`config.mk`:
```
export PLATFORM = sky130hd
export DESIGN_NAME = mapper_result_arbiter
export DESIGN_NICKNAME = d
export VERILOG_FILES = /design/src/rtl/mapper_result_arbiter.sv
export SDC_FILE = /design/constraint.sdc
export NUM_CORES = 1
export LEC_CHECK = 0
export ABC_AREA = 0
export BUFFER_PORTS_ARGS = -buffer_cell sky130_fd_sc_hd__buf_2
export CAP_MARGIN = 10
export CORE_MARGIN = 4
export CORE_UTILIZATION = 30
export CTS_CLUSTER_DIAMETER = 40
export CTS_CLUSTER_SIZE = 40
export DETAILED_ROUTE_END_ITERATION = 12
export PLACE_DENSITY_LB_ADDON = 0.05
export SLEW_MARGIN = 25
export SYNTH_ARGS = -nofsm -noshare
export SYNTH_HDL_FRONTEND = slang
export SYNTH_SLANG_ARGS = --single-unit
```
`constraint.sdc`:
```
create_clock -name i_clk -period 1.7 [get_ports i_clk]
set_clock_uncertainty 0.1 [all_clocks]
set_input_delay 0.34 -clock i_clk [delete_from_list [all_inputs] [get_ports i_clk]]
set_output_delay 0.34 -clock i_clk [all_outputs]
set_load 0.005 [all_outputs]
```
`src/rtl/mapper_result_arbiter.sv`:
```
// ---------------------------------------------------------------------------
// mapper_result_arbiter
//
// Merges NUM_MAPPERS mapper result streams into a single stream heading to
// the reducer / PCIe return path. Arbitration is round-robin and
// packet-atomic: a granted mapper keeps the grant until the beat carrying
// its last flag is accepted. One registered output stage sits between the
// mappers and the downstream consumer. This is the output-side counterpart
// of the mapper distribution controller.
//
// Ports
//   i_clk         clock
//   i_rst         synchronous, active-high reset
//   i_map_valid   per-mapper beat valid
//   i_map_data    mapper m data at [m*DATA_W +: DATA_W]
//   i_map_last    per-mapper last beat of packet
//   o_map_rdy     per-mapper ready; only the granted bit can be 1
//   o_red_valid   registered output beat valid
//   o_red_data    registered output data
//   o_red_last    registered output last
//   i_red_rdy     downstream ready
//   o_active_src  currently / most recently granted mapper index
//   o_busy        1 while a packet transfer is in progress
//   o_pkt_count   packets whose last beat was accepted downstream (wraps)
// ---------------------------------------------------------------------------
module mapper_result_arbiter #(
    parameter int NUM_MAPPERS = 2,
    parameter int DATA_W      = 64,
    parameter int CNT_W       = 32
) (
    input  logic                             i_clk,
    input  logic                             i_rst,
    input  logic [NUM_MAPPERS-1:0]           i_map_valid,
    input  logic [NUM_MAPPERS*DATA_W-1:0]    i_map_data,
    input  logic [NUM_MAPPERS-1:0]           i_map_last,
    output logic [NUM_MAPPERS-1:0]           o_map_rdy,
    output logic                             o_red_valid,
    output logic [DATA_W-1:0]                o_red_data,
    output logic                             o_red_last,
    input  logic                             i_red_rdy,
    output logic [$clog2(NUM_MAPPERS)-1:0]   o_active_src,
    output logic                             o_busy,
    output logic [CNT_W-1:0]                 o_pkt_count
);

    localparam int SRC_W = $clog2(NUM_MAPPERS);

    typedef enum logic [0:0] {
        ST_IDLE = 1'b0,
        ST_XFER = 1'b1
    } state_t;

    // Round-robin search starting just after the previous winner. The
    // candidate index is wrapped by subtraction rather than by truncation so
    // that non-power-of-two mapper counts wrap exactly at NUM_MAPPERS-1.
    // Result is {found, index}.
    function automatic logic [SRC_W:0] rr_pick(
        input logic [NUM_MAPPERS-1:0] valid,
        input logic [SRC_W-1:0]       last
    );
        logic             found;
        logic [SRC_W-1:0] idx;
        logic [SRC_W-1:0] cand_idx;
        int               cand;
        found = 1'b0;
        idx   = {SRC_W{1'b0}};
        for (int i = 1; i <= NUM_MAPPERS; i++) begin
            cand = int'(last) + i;
            if (cand >= NUM_MAPPERS) begin
                cand = cand - NUM_MAPPERS;
            end else begin
                cand = cand;
            end
            cand_idx = SRC_W'(cand);
            if (!found && valid[cand_idx]) begin
                found = 1'b1;
                idx   = cand_idx;
            end else begin
                found = found;
            end
        end
        return {found, idx};
    endfunction

    state_t              state_q,      state_d;
    logic [SRC_W-1:0]    grant_q,      grant_d;
    logic [SRC_W-1:0]    last_grant_q, last_grant_d;
    logic                red_valid_q,  red_valid_d;
    logic [DATA_W-1:0]   red_data_q,   red_data_d;
    logic                red_last_q,   red_last_d;
    logic [CNT_W-1:0]    pkt_count_q,  pkt_count_d;

    logic [SRC_W:0]          pick;
    logic                    pick_found;
    logic [SRC_W-1:0]        pick_idx;
    logic                    grant_rdy;
    logic                    beat_accept;
    logic [DATA_W-1:0]       sel_data;
    logic                    sel_last;
    logic [NUM_MAPPERS-1:0]  map_rdy;

    // Arbitration, grant handshake, output-stage and counter next-state logic.
    always_comb begin
        state_d      = state_q;
        grant_d      = grant_q;
        last_grant_d = last_grant_q;
        red_valid_d  = red_valid_q;
        red_data_d   = red_data_q;
        red_last_d   = red_last_q;
        pkt_count_d  = pkt_count_q;
        map_rdy      = {NUM_MAPPERS{1'b0}};
        beat_accept  = 1'b0;

        pick       = rr_pick(i_map_valid, last_grant_q);
        pick_found = pick[SRC_W];
        pick_idx   = pick[SRC_W-1:0];

        // The output register can take a new beat when it is empty or is
        // being drained this cycle.
        grant_rdy = ~red_valid_q | i_red_rdy;
        sel_data  = i_map_data[int'(grant_q)*DATA_W +: DATA_W];
        sel_last  = i_map_last[grant_q];

        case (state_q)
            ST_IDLE: begin
                // One arbitration cycle; no beat is taken while idle.
                if (pick_found) begin
                    grant_d = pick_idx;
                    state_d = ST_XFER;
                end else begin
                    state_d = ST_IDLE;
                end
            end
            ST_XFER: begin
                map_rdy[grant_q] = grant_rdy;
                beat_accept      = i_map_valid[grant_q] & grant_rdy;
                // Grant is held across valid gaps; it is released only on
                // the accepted last beat.
                if (beat_accept && sel_last) begin
                    last_grant_d = grant_q;
                    state_d      = ST_IDLE;
                end else begin
                    state_d = ST_XFER;
                end
            end
            default: begin
                state_d = ST_IDLE;
            end
        endcase

        if (beat_accept) begin
            red_valid_d = 1'b1;
            red_data_d  = sel_data;
            red_last_d  = sel_last;
        end else if (i_red_rdy) begin
            red_valid_d = 1'b0;
        end else begin
            red_valid_d = red_valid_q;
        end

        if (red_valid_q && i_red_rdy && red_last_q) begin
            pkt_count_d = pkt_count_q + CNT_W'(1);
        end else begin
            pkt_count_d = pkt_count_q;
        end
    end

    // State, grant, output stage and counter registers.
    always_ff @(posedge i_clk) begin
        if (i_rst) begin
            state_q      <= ST_IDLE;
            grant_q      <= {SRC_W{1'b0}};
            // Start the pointer at the top index so mapper 0 wins first.
            last_grant_q <= SRC_W'(NUM_MAPPERS - 1);
            red_valid_q  <= 1'b0;
            red_data_q   <= {DATA_W{1'b0}};
            red_last_q   <= 1'b0;
            pkt_count_q  <= {CNT_W{1'b0}};
        end else begin
            state_q      <= state_d;
            grant_q      <= grant_d;
            last_grant_q <= last_grant_d;
            red_valid_q  <= red_valid_d;
            red_data_q   <= red_data_d;
            red_last_q   <= red_last_d;
            pkt_count_q  <= pkt_count_d;
        end
    end

    assign o_map_rdy    = map_rdy;
    assign o_red_valid  = red_valid_q;
    assign o_red_data   = red_data_q;
    assign o_red_last   = red_last_q;
    assign o_active_src = grant_q;
    assign o_busy       = (state_q == ST_XFER);
    assign o_pkt_count  = pkt_count_q;

endmodule

```
Yosys cells after proc, flatten, opt, wreduce, memory -nomap -nowiden
Cells that the tools add are included.

storage, ports and cells
  output and inout bits = 102
  flip-flop bits (word level) = 101
  word-level logic and storage cells = 56
  bits of input ports = 135

cells by class
  $lt $le $gt $ge = 6
  bitwise gates (word level) = 5
  $add $sub $neg = 5
  reduce and logical (&&, ||, !) cells = 9
  muxes and demuxes = 23
  shift-type cells = 1

operator list
  cell                     number
  $shiftx A128 B8 Y64      1
  $add A32 B1 Y32 const B  1
  $mux W1                  20
  $lt A1 B2 Y1 const B     3
  $logic_and A1 B1 Y1      5
  $reduce_and A2 Y1        2
  $add A1 B2 Y3 const B    1
  $ge A3 B2 Y1 const B     1
  $add A1 B1 Y2 const B    1
  $and A2 B2 Y2            1
  $ge A2 B2 Y1 const B     1
  $mux W2                  1
  $not A1 Y1               2
  $pmux W1 S2              1
  $reduce_bool A2 Y1       1
  $sub A1 B1 Y1 const B    2
  $and A1 B1 Y1            1
  $demux W1 S1             1
  $ge A1 B1 Y1 const B     1
  $logic_not A1 Y1         1
  $or A1 B1 Y1             1

Depth between registers and ports, before layout
Gate-level depths: netlist of run 1.

  depth after elaboration = 11
  depth in mapped cells = 8
  depth with buffers taken out = 6

Least setup slack after synthesis of run 1
No wires, ideal clock.

  path type = register -> register
  start = register pkt_count_q[0], in the netlist o_pkt_count[0]
  end = register pkt_count_q[22], in the netlist o_pkt_count[22]
  arrival time = 1.541 ns
  library setup time = 0.128 ns
  path buffers = 0
  required time = 1.472 ns
  cell stages (with the launch flop) = 7
  slack = -0.068 ns
  clock period less this slack = 1.768 ns
  cell sequence = dfxtp_1 > ha_1 > nand4_2 > nor4_4 > nand4_1 > xor2_1 > nor2_1

on the way
  longest elaborated chain between the ends = 1

RTL lines
  element                 RTL line  source
  from (decl)             91        logic [CNT_W-1:0] pkt_count_q, pkt_count_d;
  from (signal assigned)  178       pkt_count_q <= {CNT_W{1'b0}};
  from (signal assigned)  186       pkt_count_q <= pkt_count_d;
  $add A32 B1 Y32         162       pkt_count_d = pkt_count_q + CNT_W'(1);

No other way between the ends.
A chain may end at the register's enable or synchronous reset.

Final worst setup path of run 1
  start = register pkt_count_q[20], in the netlist o_pkt_count[20]
  end = register pkt_count_q[29], in the netlist o_pkt_count[29]

Same word-level chain as after synthesis.

==> results of run 1 <==
==> cells in the mapped netlist <==
| cell | instances |
|---|---|
| nand2_1 | 80 |
| nand3_4 | 1 |
| buf_1 | 4 |
| and4_1 | 2 |
| nor4_1 | 1 |
| or3_1 | 3 |
| nand4_1 | 9 |
| nor4_2 | 1 |
| xor2_1 | 18 |
| inv_1 | 3 |
| nand4b_2 | 1 |
| nand4b_1 | 1 |
| nor3_4 | 1 |
| buf_2 | 12 |
| nand2b_1 | 1 |
| and3_1 | 5 |
| nand3_1 | 13 |
| xnor2_1 | 10 |
| o21ai_0 | 4 |
| nand3b_1 | 2 |
| mux2i_1 | 1 |
| nor4_4 | 2 |
| a31oi_1 | 1 |
| a21oi_1 | 70 |
| dfxtp_1 | 101 |
| clkbuf_1 | 16 |
| nand4_2 | 1 |
| and4b_1 | 1 |
| nor3_1 | 1 |
| buf_4 | 1 |
| nor2_1 | 36 |
| a22oi_1 | 64 |
| o311a_1 | 1 |
| ha_1 | 1 |
==> worst max path at each step <==
stage / to / slack [ps] / cells after the start
floorplan: o_pkt_count[31] / 10 / 5
global placement: o_red_data[13] / -60 / 7
detailed placement: o_red_data[9] / -120 / 7
CTS: o_pkt_count[26] / -4 / 7
global route: o_red_data[16] / -40 / 7
finish: o_pkt_count[29] / 70 / 5
==> worst max-delay path, cell delays in order, from the launching register on <==
cell and delay, ps:
dfxtp_2 350, nand3_2 110, nor4_4 350, nand4b_4 170, or3_1 340, a21oi_1 140
==> area by class of cell <==
cell class	instances	area (um2)	area share [%]
clock buffers	10	239	3.78
clock inverters	6	110	1.74
inverters	3	11.3	0.178
multi-input cells	332	1990	31.5
flip-flops and latches	101	2040	32.3
well taps	176	220	3.48
repair buffers	289	1710	27.0
==> logic make-up after synthesis <==
logic type | count (synthesis) | share of synthesized area [%]
AOI/OAI and AO/OA | 140 | 21.1
xor gates and xnor gates | 28 | 5.98
adders and majority gates | 1 | 0.305
buffers and inverters | 36 | 3.75
DFF | 101 | 49.3
muxes | 1 | 0.244
and+or+nand+nor | 162 | 19.3
==> placed cells by master (no fill, tap or decap), types with 5 or more instances in the layout <==
cell type  count
dfxtp_1       88
a22oi_1       64
buf_12         7
nand4_1        9
buf_4         44
xnor2_1       10
buf_2        235
a21oi_1       69
xor2_1        18
dfxtp_2       11
nor2_1        35
clkbuf_16     11
and3_1         5
nand2_1       79
nand3_1       11
==> layer usage <==
metal / wire, um / GRT usage [%] / vias to the layer above / share of wire [%]
met4: 119 / 4.08 / 0 / 0.85
met5: 0 / 0 / - / 0
met3: 1030 / 6.57 / 9 / 7.4
li1: - / - / 2197 / -
met1: 5730 / 19.5 / 1987 / 41
met2: 7090 / 30.2 / 146 / 51
==> what timing repair did <==
item	4_1_cts	5_1_grt
cloned	0	2
resized for setup	1	19
hold buffers	0	0
setup buffers	0	7
pin swaps	0	9
setup endpoints to repair	1	34
==> registers in the layout, indices dropped and copies added, names as in the netlist <==
register and count:
o_red_data 64, o_pkt_count 32, last_grant_q 1, o_active_src 1, o_busy 1, o_red_last 1, o_red_valid 1
==> through the flow <==
step,utilization (%),cell area (um2),total power [mW]
after CTS,46.2,6150,5.58
after floorplan,-,4120,2.81
after global placement,43.6,5790,3.17
after detailed placement,43.6,5790,3.18
final,47.5,6320,5.51
after global routing,47.5,6320,5.79
==> power groups by stage <==
stage / Clock [mW] / Sequential [mW] / Combinational, mW
finish: 2.37 / 2.51 / 0.635
global route: 2.56 / 2.52 / 0.705
CTS: 2.45 / 2.51 / 0.618
detailed placement: 0 / 2.57 / 0.616
global placement: 0 / 2.56 / 0.611
floorplan: 0 / 2.57 / 0.237
==> summary.md, run 1 <==
| Metric | Value |
|---|---|
| Run status | `complete, no violations` |
| Max rail drop VDD | `roughly 0.54 mV` |
| Largest net degree at the start of global routing | `57` |
| Yosys warnings | `0` |
| Worst hold slack | `about 160 ps` |
| Fin crit share | `between 90% and 100%` |
| Core area | `0.0133 mm2` |
| Critical Path Start Type | `register` |
| GRT Overall Usage | `~17%` |
| Reg2reg start | `o_pkt_count[20]` |
| Clock Sinks | `101` |
| Clk root buf | `clkbuf_16` |
| CTS clock-pin slew for the worst setup and hold paths | `~70 ps` |
| Net Sw Frac | `between 20% and 30%` |
| Fmax | `612 MHz` |
| TritonCTS clock tree | `done` |
| Register bit count reported by yosys | `just over 100` |
| Die height | `approximately 120 um` |
| Worst hold stages | `3` |
| Critical path origin | `o_pkt_count[20]` |
| Initial DRC Count | `between 150 and 200` |
| Dpl hpwl | `roughly 10000 um` |
| Routed Antenna Nets | `0` |
| Synthesized area | `between 0.004 and 0.005 mm2` |
| DRC | `0` |
| Avg Inst Size Synth | `between 8 and 9 um2` |
| RSZ-0062 raised after global routing | `yes` |
| FF-to-FF setup slack | `70 ps` |
| Sequential share of power | `between 40% and 50%` |
| Initial antenna violation count | `0` |
| Hold path start | `i_map_last[1]` |
| Syn Inst Count | `between 400 and 500` |
| Switching component of the power | `about 1.3 mW` |
| RD Place Congestion | `about 0.88` |
| Syn nets | `605` |
| Die Footprint | `around 0.016 mm2` |
| Final Slew Violations | `0` |
| Top cell type's share of synthesized area | `around half` |
| ANT cells | `0` |
| Row cnt | `42` |
| Hold path endpoint | `o_red_last` |
| Setup TNS | `0 ps` |
| Required @ worst endpoint | `1880 ps` |
| Vias per inst | `approximately 4.7` |
| Worst rel slew slack | `74.7%` |
| Placement Setup Slack | `-117 ps` |
| Yosys top cell by area | `dfxtp_1` |
| H-Tree Level Count | `3` |
| Pre-antenna DRT Iters | `5` |
| Power Internal | `approximately 4.3 mW` |
| Register area share after synthesis | `between 40% and 50%` |
| Number of global-route vias before repair | `roughly 4200` |
| PD cells | `between 800 and 900 mW/mm2` |
| Via count | `about 4300` |
| Reg2Reg Depth | `5` |
| PnR worst setup slack | `around 66 ps` |
| Hold Vio Cnt, Final | `0` |
| CP max FO | `6` |
| Fillers | `1314` |
| Clock Latency Late Sink | `between 300 and 400 ps` |
| Die width | `about 120 um` |
| Final Non-Filler Cells | `between 900 and 1000` |
| Synth unique cells | `34` |
| Worst Max-Slew Pin Slew | `roughly 380 ps` |
| I/O pins | `about 240` |
| Synth top area cells | `dfxtp_1, a22oi_1, a21oi_1` |
| Hold Path Class | `in2reg` |
| Setup Crit Path Kind | `reg2reg` |
| Layout Nets | `approximately 870` |
| First-pass GRT wire length | `between 20000 and 25000 um` |
| Routed length per instance | `between 15 and 20 um` |
| Layout cells sized above 1 | `between 40 and 50%` |
| CTS max path bufs | `2` |
| Crit path DAT | `~1800 ps` |
| FF-to-FF End | `o_pkt_count[29]` |
| Leak pwr | `roughly 3 nW` |
| Initial Util | `a little under a third` |
| Total wire length | `14000 um` |
| GR Overflow Total | `0` |
| Clock share of power | `42.9%` |
| Placed Instances | `about 890` |
| Crit. End Element | `register` |
| Comb pwr share | `about 12%` |
| Area growth, synth to finish | `54.0%` |
| Max cap viols | `0` |
| Period minus WS final | `1630 ps` |
| IO Port Bufs | `around 240` |
| CTS buffer count | `9` |
| Final setup violation count | `0` |
Power figures use the tool's default switching activity.
==> run 2, diff against run 1 <==
--- a/constraint.sdc
+++ b/constraint.sdc
@@ -4,2 +4,2 @@
 set_output_delay 0.34 -clock i_clk [all_outputs]
-set_load 0.005 [all_outputs]
+set_load 0.02 [all_outputs]
==> summary.md, run 2 (synthesis results as in run 1) <==
| Metric | Value |
|---|---|
| CTS max path bufs | `2 (unchanged)` |
| Max rail drop VDD | `0.552 mV (+2.4%)` |
| Fmax | `597 MHz (-2.4%)` |
| Crit path DAT | `1850 ps (+40 ps)` |
| Final Slew Violations | `0 (unchanged)` |
| Fin crit share | `98.5% (+2.4 points)` |
| Vias per inst | `4.84 (+2.2%)` |
| Critical path's slowest cell | `or3_4` |
| Row cnt | `42 (unchanged)` |
| ANT cells | `0 (unchanged)` |
| RSZ-0062 raised after global routing | `yes` |
| Run status | `complete, no violations` |
| Largest net degree at the start of global routing | `41 (-28%)` |
| CTS buffer count | `9 (unchanged)` |
| Clock Sinks | `101 (unchanged)` |
| CP peak stage delay | `390 ps (+40 ps)` |
| I/O pins | `237 (unchanged)` |
| Most frequent cells in the layout | `buf_2, dfxtp_1, nand2_1` |
| Final setup violation count | `0 (unchanged)` |
| Post-route cell area | `0.00626 mm2 (-0.89%)` |
| Layout Nets | `865 (-0.80%)` |
| Crit. End Element | `register` |
| Hold Vio Cnt, Final | `0 (unchanged)` |
| Critical Path Start Type | `register` |
| Max cap viols | `0 (unchanged)` |
| TritonCTS clock tree | `done` |
| Worst rel slew slack | `72.7% (-2.0 points)` |
| Period minus WS final | `1670 ps (+40.4 ps)` |
| Placed Instances | `888 (-0.45%)` |
| Initial Util | `30.9% (unchanged)` |
| PD cells | `828 mW/mm2 (-5.0%)` |
| Routed Antenna Nets | `0 (unchanged)` |
| Initial DRC Count | `236 (+22%)` |
| Critical path, cell by cell | `nand4_1 -> nor3_4 -> nand4b_4 -> or3_4 -> a21oi_1` |
| FF-to-FF setup slack | `30 ps (-40 ps)` |
| Via count | `4400 (+1.4%)` |
| Required @ worst endpoint | `1880 ps (about the same)` |
| Number of global-route vias before repair | `4290 (+1.2%)` |
| Largest register FFs | `64 (unchanged)` |
| Die Footprint | `0.0156 mm2 (unchanged)` |
| Commonest non-fill, non-tap cell in the layout | `buf_2` |
| Core area | `0.0133 mm2 (unchanged)` |
| Total wire length | `13800 um (-1.1%)` |
| Routed length per instance | `15.2 um (-0.38%)` |
| Die width | `125 um (unchanged)` |
| DRC | `0 (unchanged)` |
| PnR worst setup slack | `25.2 ps (-40.4 ps)` |
| Leak pwr | `2.87 nW (-2.5%)` |
| Total power | `5.19 mW (-5.9%)` |
| Post-Place Cell Area | `0.00576 mm2 (-0.65%)` |
| Clk root buf | `clkbuf_16` |
| Area growth, synth to finish | `52.7%` |
| Worst Max-Slew Pin Slew | `410 ps (+29.8 ps)` |
| CP max FO | `6 (unchanged)` |
| H-Tree Level Count | `3 (unchanged)` |
| RD Place Congestion | `0.810 (-7.6%)` |
| Final Non-Filler Cells | `910 (-0.76%)` |
| Dpl hpwl | `10100 um (-3.7%)` |
| IO Port Bufs | `236 (unchanged)` |
| First-pass GRT wire length | `21600 um (about the same)` |
| Placement Setup Slack | `-147 ps (-30.0 ps)` |
| Layout cells sized above 1 | `46.7% (+1.7 points)` |
| GRT Overall Usage | `17.0% (-0.091 points)` |
| Initial antenna violation count | `0 (unchanged)` |
| Clock Latency Late Sink | `350 ps (about the same)` |
| Setup Crit Path Kind | `reg2reg` |
| GR Overflow Total | `0 (unchanged)` |
| Die height | `125 um (unchanged)` |
| Worst hold slack | `143 ps (-20.8 ps)` |
| Pre-antenna DRT Iters | `4 (-1)` |
| Fillers | `1339 (+1.9%)` |
| CTS clock-pin slew for the worst setup and hold paths | `70 ps (about the same)` |
| Hold Path Class | `in2reg` |
==> run 2: cell types whose count changed in the layout (fill, tap and decap cells not counted), moves of 3 or more <==
cell       before  now
nand3_2         2    6
dfxtp_4         2    7
dfxtp_1        88   81
buf_4          44   39
bufinv_16       3    0
nand3_1        11    6
==> run 2: critical path, delay by kind of cell, from the launching register on <==
family | cells | cell delay, ps
flops | 1 | 380
compound gates | 1 | 130
simple gates | 4 | 990
==> run 2: routing by layer <==
| metal | wire [um] | track usage, % | up-vias |
|---|---|---|---|
| li1 | - | - | 2184 |
| met1 | 5710 | 19.5 | 2051 |
| met2 | 6910 | 30.0 | 145 |
| met3 | 853 | 4.78 | 20 |
| met4 | 326 | 6.44 | 0 |
| met5 | 0 | 0 | - |
==> run 2: per-stage QoR <==
| stage | setup TNS [ps] | util (%) |
|---|---|---|
| after CTS | 0 | 45.8 |
| after global routing | -306 | 47.1 |
| after global placement | -3740 | 43.3 |
| final | 0 | 47.1 |
| after floorplan | 0 | - |
| after detailed placement | -6760 | 43.3 |
==> run 2: cell type report <==
| type | instances | area (um2) | area share [%] |
|---|---|---|---|
| Inverter | 3 | 11.3 | 0.180 |
| Sequential cell | 101 | 2060 | 33.0 |
| Multi-Input combinational cell | 332 | 2050 | 32.8 |
| Clock inverter | 3 | 20.0 | 0.320 |
| Tap cell | 176 | 220 | 3.52 |
| Timing Repair Buffer | 282 | 1630 | 26.1 |
| Clock buffer | 13 | 260 | 4.16 |
==> run 2: final timing paths <==
path | startpoint | end | cells past startpoint
setup / recovery | o_pkt_count[5] | o_pkt_count[31] | 5
hold / removal | i_map_last[1] | last_grant_q | 3
setup reg to reg | o_pkt_count[5] | o_pkt_count[31] | 5
hold reg to reg | o_red_data[6] | o_red_data[6] | 2
==> run 2: timing repair <==
| item | CTS | global route |
|---|---|---|
| gates cloned | 0 | 1 |
| hold buffers | 0 | 0 |
| pin swaps | 0 | 13 |
| setup buffers | 1 | 4 |
| gates resized for setup | 6 | 29 |
| setup endpoints to repair | 4 | 22 |
==> run 2: power by group <==
| group | total [mW] | switching (mW) | internal (mW) | leakage (nW) |
|---|---|---|---|---|
| clock network | 1.95 | 0.881 | 1.07 | 0.132 |
| logic | 0.726 | 0.420 | 0.307 | 1.91 |
| registers | 2.51 | 0.0534 | 2.45 | 0.833 |
==> run 3, diff against run 2 <==
Settings changed: SLEW_MARGIN 25 to 40.
Clock period 1.7 ns to 2 ns, I/O delays scaled along.
==> summary.md, run 3 (synthesis results as in run 1) <==
| Metric | Value |
|---|---|
| CTS clock-pin slew for the worst setup and hold paths | `60 ps (about the same)` |
| Row cnt | `42 (unchanged)` |
| Worst hold stages | `3 (unchanged)` |
| Power Internal | `3.29 mW (-14%)` |
| Hold Vio Cnt, Final | `0 (unchanged)` |
| Largest net degree at the start of global routing | `49 (+20%)` |
| Vias per inst | `4.76 (-1.6%)` |
| Worst rel slew slack | `74.4% (+1.7 points)` |
| CTS buffer count | `9 (unchanged)` |
| Clock share of power | `37.5% (-0.2 points)` |
| ANT cells | `0 (unchanged)` |
| Final Non-Filler Cells | `884 (-2.9%)` |
| Period minus WS final | `1820 ps (+148 ps)` |
| Max rail drop VDD | `0.281 mV (-49%)` |
| Initial antenna violation count | `0 (unchanged)` |
| Largest register FFs | `64 (unchanged)` |
| PD cells | `742 mW/mm2 (-10%)` |
| Via count | `4208 (-4.4%)` |
| Layout Nets | `840 (-2.9%)` |
| Clock Sinks | `101 (unchanged)` |
| Hold Path Class | `in2reg` |
| Area growth, synth to finish | `44.1%` |
| Number of global-route vias before repair | `4171 (-2.8%)` |
| RD Place Congestion | `0.803 (-0.77%)` |
| Hold Buf Count CTS | `0 (unchanged)` |
| CP max FO | `6 (unchanged)` |
| I/O pins | `237 (unchanged)` |
| DRC | `0 (unchanged)` |
| Reg2Reg Depth | `5 (unchanged)` |
| Routed length per instance | `14.5 um (-4.5%)` |
| Fin crit share | `91.2% (-7.4 points)` |
| GR Overflow Total | `0 (unchanged)` |
| Setup TNS | `0 ps (unchanged)` |
| Layout cells sized above 1 | `39.5% (-7.2 points)` |
| Required @ worst endpoint | `2180 ps (+300 ps)` |
| Max cap viols | `0 (unchanged)` |
| GRT Overall Usage | `16.2% (-0.80 points)` |
| Routed Antenna Nets | `0 (unchanged)` |
| Initial DRC Count | `188 (-20%)` |
| RSZ-0062 raised after global routing | `no` |
| Critical Path Start Type | `register` |
| Die Footprint | `0.0156 mm2 (unchanged)` |
| Cells resized by post-CTS repair | `0 (-6)` |
| Comb pwr share | `13.8% (-0.2 points)` |
| Die width | `125 um (unchanged)` |
| Core area | `0.0133 mm2 (unchanged)` |
| Initial Util | `30.9% (unchanged)` |
| Final setup violation count | `0 (unchanged)` |
| Dpl hpwl | `9820 um (-2.7%)` |
| Switching component of the power | `1.10 mW (-19%)` |
| CTS max path bufs | `2 (unchanged)` |
| Worst Max-Slew Pin Slew | `382 ps (-27.6 ps)` |
| IO Port Bufs | `236 (unchanged)` |
| Commonest non-fill, non-tap cell in the layout | `buf_2` |
| Fmax | `548 MHz (-8.1%)` |
| Run status | `complete, no violations` |
| Total wire length | `12800 um (-7.2%)` |
| TritonCTS clock tree | `done` |
| Setup Crit Path Kind | `reg2reg` |
| Sequential share of power | `48.7% (+0.4 points)` |
| First-pass GRT wire length | `20700 um (-4.0%)` |
| Final Slew Violations | `0 (unchanged)` |
| Clock Latency Late Sink | `350 ps (about the same)` |
| Post-Place Cell Area | `0.00563 mm2 (-2.2%)` |
| Crit. End Element | `register` |
| Post-CTS Setup Inserts | `0 (-1)` |
| Post-route cell area | `0.00591 mm2 (-5.6%)` |
| Leak pwr | `2.72 nW (-5.3%)` |
| Die height | `125 um (unchanged)` |
| Pre-antenna DRT Iters | `5 (+1)` |
| Net Sw Frac | `25.0% (-1.1 points)` |
| Worst hold slack | `206 ps (+62.2 ps)` |
| Most frequent cells in the layout | `buf_2, dfxtp_1, nand2_1` |
| Crit path DAT | `2000 ps (+150 ps)` |
| Placed Instances | `869 (-2.1%)` |
| Clk root buf | `clkbuf_16` |
| H-Tree Level Count | `3 (unchanged)` |
[run 3: cell count changes in the layout (fill, tap and decap cells not counted), sizes merged]
| cell | change |
|---|---|
| clkinvlp | -2 |
| buf | -24 |
[run 3: metrics by stage]
stage | util (%) | total power, mW | setup WS, ps
global placement | 42.4 | 2.79 | 82.7
detailed placement | 42.4 | 2.80 | 80.2
floorplan | - | 2.48 | 94.7
finish | 44.5 | 4.38 | 177
CTS | 44.5 | 4.46 | 164
global route | 44.5 | 4.59 | 22.5
[run 3: routing by layer]
layer / global-route usage [%] / share of wire, % / up-vias
met5: 0 / 0 / -
met4: 6.12 / 1.7 / 0
met3: 4.39 / 8.0 / 13
met2: 27.1 / 47 / 167
met1: 19.9 / 43 / 1901
li1: - / - / 2127
[run 3: power groups by stage]
stage	combinational [mW]	sequential, mW	clock, mW
4_1_cts	0.616	2.14	1.71
3_5_place_dp	0.615	2.18	0
6_report	0.605	2.14	1.64
3_3_place_gp	0.608	2.18	0
5_1_grt	0.666	2.15	1.78
2_1_floorplan	0.204	2.28	0
[run 3: cell type report]
cell class / count / area (um2)
sequential: 101 / 2020
tap: 176 / 220
clock inverter: 1 / 5.00
inverter: 3 / 11.3
timing repair buffer: 257 / 1440
clock buffer: 14 / 274
fill: 1373 / 7380
multi-input combinational: 332 / 1940
[run 3: final timing paths]
| check | startpoint | endpoint | slack (ps) |
|---|---|---|---|
| hold reg to reg | o_red_data[18] | o_red_data[18] | 350 |
| hold / removal | i_map_last[1] | last_grant_q | 210 |
| setup / recovery | o_pkt_count[20] | o_pkt_count[31] | 180 |
| setup reg to reg | o_pkt_count[20] | o_pkt_count[31] | 180 |
[run 3: worst max-delay path, stage by stage, from the launching register on]
cell	delay, ps
dfxtp_1	370
nand3_1	210
nor4_4	320
nand4b_2	230
or3_1	390
a21oi_1	140
